--- src/rtl/pipeline_hazard_controller.sv ---
// Stall/flush sequencer for the 5-stage pipeline: load-use bubbles, taken-branch
// flushes and data-memory wait holds, plus saturating performance counters.
module pipeline_hazard_controller #(
    parameter int MEM_TIMEOUT = 255,
    parameter int CNT_W       = 16
) (
    input  logic             clk,
    input  logic             reset,
    input  logic [3:0]       id_src1,
    input  logic [3:0]       id_src2,
    input  logic             id_src1_used,
    input  logic             id_src2_used,
    input  logic [3:0]       ex_rd,
    input  logic             ex_is_load,
    input  logic             ex_wr_en,
    input  logic             branch_taken,
    input  logic             mem_req,
    input  logic             mem_ready,
    output logic             pc_enable,
    output logic             ifid_enable,
    output logic             ifid_flush,
    output logic             idex_enable,
    output logic             idex_flush,
    output logic             exmem_enable,
    output logic             memwb_flush,
    output logic             mem_error,
    output logic [CNT_W-1:0] stall_cycles,
    output logic [CNT_W-1:0] flush_events
);

    typedef enum logic [1:0] {
        RUN      = 2'd0,
        MEM_WAIT = 2'd1
    } state_t;

    localparam logic [15:0]      TIMEOUT = 16'(MEM_TIMEOUT);
    localparam logic [CNT_W-1:0] CNT_ONE = CNT_W'(1);

    state_t      state, state_nxt;
    logic [15:0] wait_cnt, wait_cnt_nxt;
    logic        load_use, mem_stall;
    logic        hold, eval, timeout_hit, branch_fire;

    function automatic logic [CNT_W-1:0] sat_inc(input logic [CNT_W-1:0] v);
        return (&v) ? v : v + CNT_ONE;
    endfunction

    // R15 is the PC and is never forwarded from a load, so it cannot create a hazard.
    assign load_use = ex_is_load & ex_wr_en & (ex_rd != 4'hF) &
                      ((id_src1_used & (id_src1 == ex_rd)) |
                       (id_src2_used & (id_src2 == ex_rd)));
    assign mem_stall = mem_req & ~mem_ready;

    always_comb begin
        state_nxt    = RUN;
        wait_cnt_nxt = 16'd0;
        hold         = 1'b0;
        eval         = 1'b0;
        timeout_hit  = 1'b0;
        unique case (state)
            RUN: begin
                if (mem_stall) begin
                    hold         = 1'b1;
                    state_nxt    = MEM_WAIT;
                    wait_cnt_nxt = 16'd1;
                end else begin
                    eval = 1'b1;
                end
            end
            MEM_WAIT: begin
                if (!mem_req || mem_ready) begin
                    eval = 1'b1;
                end else if (wait_cnt == TIMEOUT) begin
                    timeout_hit = 1'b1;
                    eval        = 1'b1;
                end else begin
                    hold         = 1'b1;
                    state_nxt    = MEM_WAIT;
                    wait_cnt_nxt = wait_cnt + 16'd1;
                end
            end
            default: ;
        endcase

        // While reset is held the pipeline sees plain run-mode controls.
        if (!reset) begin
            hold        = 1'b0;
            eval        = 1'b0;
            timeout_hit = 1'b0;
        end
        branch_fire = eval & branch_taken;

        pc_enable    = 1'b1;
        ifid_enable  = 1'b1;
        ifid_flush   = 1'b0;
        idex_enable  = 1'b1;
        idex_flush   = 1'b0;
        exmem_enable = 1'b1;
        memwb_flush  = 1'b0;
        if (hold) begin
            // EX is frozen, so any pending branch/load-use resurfaces on release.
            pc_enable    = 1'b0;
            ifid_enable  = 1'b0;
            idex_enable  = 1'b0;
            exmem_enable = 1'b0;
            memwb_flush  = 1'b1;
        end else if (branch_fire) begin
            ifid_flush = 1'b1;
            idex_flush = 1'b1;
        end else if (eval && load_use) begin
            pc_enable   = 1'b0;
            ifid_enable = 1'b0;
            idex_flush  = 1'b1;
        end
    end

    always_ff @(posedge clk) begin
        if (!reset) begin
            state        <= RUN;
            wait_cnt     <= 16'd0;
            mem_error    <= 1'b0;
            stall_cycles <= '0;
            flush_events <= '0;
        end else begin
            state    <= state_nxt;
            wait_cnt <= wait_cnt_nxt;
            if (timeout_hit)
                mem_error <= 1'b1;
            if (!pc_enable)
                stall_cycles <= sat_inc(stall_cycles);
            if (branch_fire)
                flush_events <= sat_inc(flush_events);
        end
    end

endmodule
--- config.mk ---
export PLATFORM = sky130hd
export DESIGN_NAME = pipeline_hazard_controller
export DESIGN_NICKNAME = d
export VERILOG_FILES = /design/src/rtl/pipeline_hazard_controller.sv
export SDC_FILE = /design/constraint.sdc
export NUM_CORES = 1
export LEC_CHECK = 0
export CAP_MARGIN = 20
export CORE_UTILIZATION = 50
export CTS_CLUSTER_DIAMETER = 60
export DETAILED_ROUTE_END_ITERATION = 8
export GPL_ROUTABILITY_DRIVEN = 0
export MAX_ROUTING_LAYER = met4
export PLACE_DENSITY = 0.8
export RECOVER_POWER = 50
export SLEW_MARGIN = 0
export SYNTH_ARGS = -nofsm -noshare
export SYNTH_HDL_FRONTEND = slang
export SYNTH_SLANG_ARGS = --single-unit
--- constraint.sdc ---
create_clock -name clk -period 2.9 [get_ports clk]
set_input_delay 0.435 -clock clk [delete_from_list [all_inputs] [get_ports clk]]
set_output_delay 0.435 -clock clk [all_outputs]
set_load 0.02 [all_outputs]
==> results.toml, run 1 <==
[placement]
dpl.hpwl_um = 4220
io_buffers = 60
placed_cells = 438

[critical_path]
rrSetupSlack_ps = 380
r2r-start = "wait_cnt[8]$_SDFF_PN0_"
start_kind = "flop"
cpPeakStageDelay_ps = 600
worstPathArrival_ps = 2320
cp_data_required_time_ps = 2470
worstSetupPathType = "flop to output port"
crit_path_frequent_cell = "nand2_1"
crit_path_top_delay_cell = "clkdlybuf4s50_1"
crit_fanout = 5
crit_chain = "ha_1, and3_2, nand4_1, o21ai_1, nand2_1, nand2_1, clkdlybuf4s50_1"
r2r-end = "flush_events[12]$_SDFFE_PN0P_"
r2r_cells = 7
end_kind = "output port"
crit_path_start = "wait_cnt[0]$_SDFF_PN0_"
crit_path_end = "ifid_enable"

[finish]
fin_cells = 446
final-seq-area_um2 = 1000
fillers = 425
nets = 402
multiInputGateArea_um2 = 1490
drive_gt1_frac = 0.0528
diodes = 0
syn2layout_area_growth_pct = 31.4

[logic_synthesis]
synth.top_cell.area_share = 0.390
synth_cell_type_count = 34
synth_edf_count = 0
synth.most_common_cell = "dfxtp_1"
syn-num-nets = 341
syn_area_um2 = 2570
syn_inst = 317
synth_commonest_cells = "dfxtp_1, nand2_1, nor2_1, nand3_1, xnor2_1"
ys_async_sr_fraction = 0
synth_area_leaders = "dfxtp_1, mux2i_1, xnor2_1"
yosys_warnings = 0
syn-mean-instance-area_um2 = 8.10
yosys.area.top_type = "dfxtp_1"
synth_seq_cells = 50
synth-seq-area-share = 0.390
synth_ff_type = "dfxtp_1"

[sta]
relSlewSlack = 0.583
min_period_ps = 2760
setup_viol = 0
setup_tns_ps = 0
tightest_slew_ps = 624
drv_slew = 0
hold_violations = 0
min_period_over_period = 0.951
timing.fmax_mhz = 363
clock_skew_ps = 9.94
grt_setup_unrepaired = "no"
timing.hold.ws_ps = 486

[worst_hold_path]
min_path_cells = 2
worstHoldPathType = "flop to flop"

[route]
via_per_inst = 5.34
via_count = 2381
first_iter_violations = 150
ant_nets = 0
drc = 0
finalWirelength_um = 5670
wl_per_cell_um = 12.7
drt_pre_antenna_iters = 4

[clock_tree]
clock-root-buffer = "clkbuf_8"
h-tree-depth = 2
tritoncts = "yes"
numCtsBuffers = 5
clkTransAtPathRegs_ps = 90
cts_buffer_depth = 2
cts_hold_buf = 0
clock_latency_ps = 310
cts.sinks = 50

[grt]
antenna_found_initial = 0
grt_usage = 0.228
grt_start_max_net_pins = 31
grt_pass1_vias = 2041
grt_pass1_wl_um = 9220
globalRouteOverflowTotal = 0

[floorplanning]
start_util = 0.533
die_x_um = 73.7
num_rows = 25
die_height_um = 73.7
coreArea_um2 = 4820
io_pins = 61
die-area_um2 = 5430

[power_and_ir_drop]
ir_drop_mv = 0.182
power_frac_clock = 0.377
pwr-share-seq = 0.539
p_sw_uw = 287
power_report.internal_total_uw = 1000
p_leak_uw = 0.00129
power_uw = 1290
p_sw_frac = 0.223
powerDensity_nw_per_um2 = 382
combPwrFrac = 0.084

[run_status]
status = "complete, no violations"

[job]
maxCapViolations = 0
how the worst min path moves through the flow:
stage,start,end
after floorplan,state[0]$_SDFF_PN0_,wait_cnt[0]$_SDFF_PN0_
after global placement,mem_error$_SDFFE_PN0P_,mem_error$_SDFFE_PN0P_
after detailed placement,mem_error$_SDFFE_PN0P_,mem_error$_SDFFE_PN0P_
after CTS,stall_cycles[11]$_SDFFE_PN0P_,stall_cycles[11]$_SDFFE_PN0P_
after global routing,stall_cycles[9]$_SDFFE_PN0P_,stall_cycles[9]$_SDFFE_PN0P_
final,stall_cycles[11]$_SDFFE_PN0P_,stall_cycles[11]$_SDFFE_PN0P_
cells by family after synthesis:
group                      Yosys count  synth area share
xor gates and xnor gates            31             0.106
AOI/OAI and AO/OA                   31            0.0711
muxes                               19            0.0740
DFF                                 50             0.390
buffers and inverters               24            0.0390
adders and majority gates            3            0.0146
and+or+nand+nor                    159             0.306
sequential cells by signal, summed over array words and instances (netlist names):
signal and count:
flush_events 16, stall_cycles 16, wait_cnt 16, mem_error 1
state 1
layout by cell type, fill, tap and decap left out, types with 13 or more instances in the layout:
cell and n:
a21oi_1 17, clkdlybuf4s50_1 21, dfxtp_1 50, dlygate4sd3_1 34, mux2i_1 19, nand2_1 42
nand3_1 26, nand4_1 13, nor2_1 32, xnor2_1 21
critical path: cells and delay by family, from the launching register on:
family                   cells  cell delay, ps
AND/OR/NAND/NOR              4             580
flip-flops                   1             390
AO/OA/AOI/OAI                1             220
buffers and inverters        1             600
adder cells (fa/ha/maj)      1             220
layout make-up:
type                       instances  share of cell area
clock buffer                       6              0.0215
clock inverter                     2              0.0111
inverter                          11              0.0122
multi-input combinational        243               0.441
sequential                        50               0.297
tap                               67              0.0248
timing repair buffer              67               0.193
power groups by stage:
stage	Clock [µW]	Sequential (µW)	Combinational [µW]
final	486	694	108
after detailed placement	0	711	110
after global placement	0	711	108
after floorplan	0	713	51.8
after CTS	501	695	108
after global routing	525	696	117
per-stage QoR:
| stage | setup WS, ps | instance area, µm² | util |
|---|---|---|---|
| after floorplan | 705 | 2570 | - |
| after global placement | 123 | 3250 | 0.674 |
| after detailed placement | 80.1 | 3250 | 0.674 |
| after CTS | 13.3 | 3350 | 0.696 |
| after global routing | 16.9 | 3370 | 0.701 |
| final | 143 | 3370 | 0.701 |
timing repair:
item	in CTS	in global routing
gates cloned	0	0
buffers inserted	0	0
resized for setup	4	6
setup endpoints to repair	4	3
routing by layer:
| layer | up-vias | wire length, µm | track usage | share of wire |
|---|---|---|---|---|
| met5 | - | 0 | - | 0 |
| met4 | 0 | 78 | 0.0833 | 0.014 |
| met3 | 6 | 266 | 0.0508 | 0.047 |
| met2 | 77 | 2680 | 0.364 | 0.47 |
| met1 | 1082 | 2640 | 0.283 | 0.47 |
| li1 | 1216 | - | - | - |
Note: power is estimated with default switching activity, not from simulation.
==> run 2: changes to the inputs <==
- CORE_UTILIZATION: 50 -> 45
- PLACE_DENSITY: 0.8 -> 0.76
- clock period: 2.9 -> 2.2 ns (I/O delays scaled with it)
==> run 2 against run 1 <==
  * The flow now finishes with violations (setup timing)
  * Clock-buffer cell count unchanged
  * Flip-flop and latch count unchanged
  * Critical path depth up 1
  * Core utilization down 1.9 points
  * Total power up 30%
  * Cell count up 9.6%
  * Sequential power up 32%
  * Clock power up 22%
  * Hold slack about the same
  * Non-clock buffer count up 38
  * Register-to-register slack worse by 540 ps
  * Global-route usage up 0.29 points
  * Largest cell class unchanged
==> results.toml, run 2 (same netlist as run 1, synthesis figures left out) <==
[critical_path]
crit_path_top_delay_cell = "or4_4"
cp_data_required_time_ps = 2410
crit_fanout = 6
crit_chain = "or4_4, nor4_4, buf_4, o211ai_1, buf_4, or4b_4, xor2_1, nor2_1"
start_kind = "flop"
cpPeakStageDelay_ps = 560
crit_family = "simple AND/OR/NAND/NOR gates"
end_kind = "flop"
worstSetupPathType = "flop to flop"
worstPathArrival_ps = 2570
path_buf_inv = 2
crit_path_frequent_cell = "buf_4"

[sta]
clock_skew_ps = 9.78
relSlewSlack = 0.581
setup_viol = 18
hold_violations = 0
timing.fmax_mhz = 424
grt_setup_unrepaired = "yes"
drv_slew = 0
min_period_over_period = 1.07
setup_slack_ps = -160
tightest_slew_ps = 629
min_period_ps = 2360

[power_and_ir_drop]
power_frac_clock = 0.352
powerDensity_nw_per_um2 = 447
combPwrFrac = 0.103
power_report.internal_total_uw = 1260
pwr-share-seq = 0.545
p_sw_uw = 422
p_sw_frac = 0.251
ir_drop_mv = 0.332
p_leak_uw = 0.00145

[grt]
grt_usage = 0.231
grt_pass1_wl_um = 10900
grt_start_max_net_pins = 28
grt_pass1_vias = 2467
globalRouteOverflowTotal = 0
antenna_found_initial = 0

[finish]
layout_commonest_cell = "dfxtp_1"
reg_top3 = "flush_events: 16 flops, stall_cycles: 16 flops, wait_cnt: 16 flops"
nets = 440
layout_common_cells = "dfxtp_1, buf_4, nand2_1"
drive_gt1_frac = 0.209
syn2layout_area_growth_pct = 46.2
fin_cells = 489
fillers = 453
diodes = 0

[floorplanning]
die_x_um = 77.6
num_rows = 27
die-area_um2 = 6010
io_pins = 61
die_height_um = 77.6
coreArea_um2 = 5510
start_util = 0.466

[clock_tree]
numCtsBuffers = 5
h-tree-depth = 2
clkTransAtPathRegs_ps = 100
clock-root-buffer = "clkbuf_8"
tritoncts = "yes"
clock_latency_ps = 310
cts.sinks = 50
cts_buffer_depth = 2

[route]
ant_nets = 0
via_count = 2590
drc = 0
drt_pre_antenna_iters = 4
first_iter_violations = 146
finalWirelength_um = 6650
wl_per_cell_um = 13.6
via_per_inst = 5.30

[placement]
place_ws_ps = -660
dpl.hpwl_um = 4580
placed_cells = 475
io_buffers = 60

[worst_hold_path]
worstHoldPathType = "flop to flop"

[job]
maxCapViolations = 0

[run_status]
status = "finished, violations left"
violations = "setup timing"
[run 2: cell types whose count changed in the layout (fill, tap and decap cells not counted), moves of 5 or more]
cell,previous run,this run
buf_4,7,42
buf_6,0,6
clkdlybuf4s50_1,21,32
dlygate4sd3_1,34,17
nor3_1,11,5
nor3_2,2,7
[run 2: cell type report]
type,count,area (µm²),share of cell area
Clock inverter,2,16.3,0.00433
Multi-Input combinational cell,243,1580,0.422
Timing Repair Buffer,105,937,0.250
Clock buffer,6,82.6,0.0220
Sequential cell,50,1000,0.267
Tap cell,72,90.1,0.0240
Inverter,11,41.3,0.0110
[run 2: path summary, 6_finish.rpt]
check / cells past startpoint / slack (ps) / to / start
max: 8 / -160 / flush_events[12]$_SDFFE_PN0P_ / wait_cnt[15]$_SDFF_PN0_
min: 2 / 490 / stall_cycles[11]$_SDFFE_PN0P_ / stall_cycles[11]$_SDFFE_PN0P_
max reg2reg: 8 / -160 / flush_events[12]$_SDFFE_PN0P_ / wait_cnt[15]$_SDFF_PN0_
min reg2reg: 2 / 490 / stall_cycles[11]$_SDFFE_PN0P_ / stall_cycles[11]$_SDFFE_PN0P_
[run 2: worst register-to-register path, cell delays in order, from the launching register on]
cell and delay [ps]:
dfxtp_1 320, or4_4 560, nor4_4 290, buf_4 150, o211ai_1 110, buf_4 180
or4b_4 480, xor2_1 140, nor2_1 50
[run 2: per-stage QoR]
step | hold WS (ps) | power, µW | utilization | TNS [ps] | instance area, µm²
floorplan | 446 | 1010 | - | 0 | 2570
global placement | 467 | 1090 | 0.634 | -4960 | 3490
detailed placement | 480 | 1100 | 0.634 | -7950 | 3490
CTS | 498 | 1690 | 0.668 | -1390 | 3680
global route | 523 | 1740 | 0.682 | -4610 | 3750
finish | 487 | 1680 | 0.682 | -1120 | 3750
[run 2: timing repair]
item / in CTS / in global routing
endpoints found under the setup margin: 23 / 31
buffers inserted: 2 / 3
gates resized for setup: 62 / 20
pin swaps: 20 / 8
gates cloned: 0 / 1
hold buffers: 0 / 0
hold endpoints to repair: 0 / 0
[run 2: power groups by stage]
stage | Clock, µW | Combinational, µW | Sequential (µW)
5_1_grt | 639 | 187 | 917
3_3_place_gp | 0 | 155 | 936
2_1_floorplan | 0 | 68.3 | 940
6_report | 591 | 173 | 915
4_1_cts | 609 | 164 | 915
3_5_place_dp | 0 | 160 | 937
[run 2: layer usage]
layer,vias to the layer above,global-route usage,share of wire
met2,62,0.396,0.50
li1,1295,-,-
met4,0,0.0792,0.030
met1,1215,0.268,0.43
met5,-,-,0
met3,18,0.0471,0.041
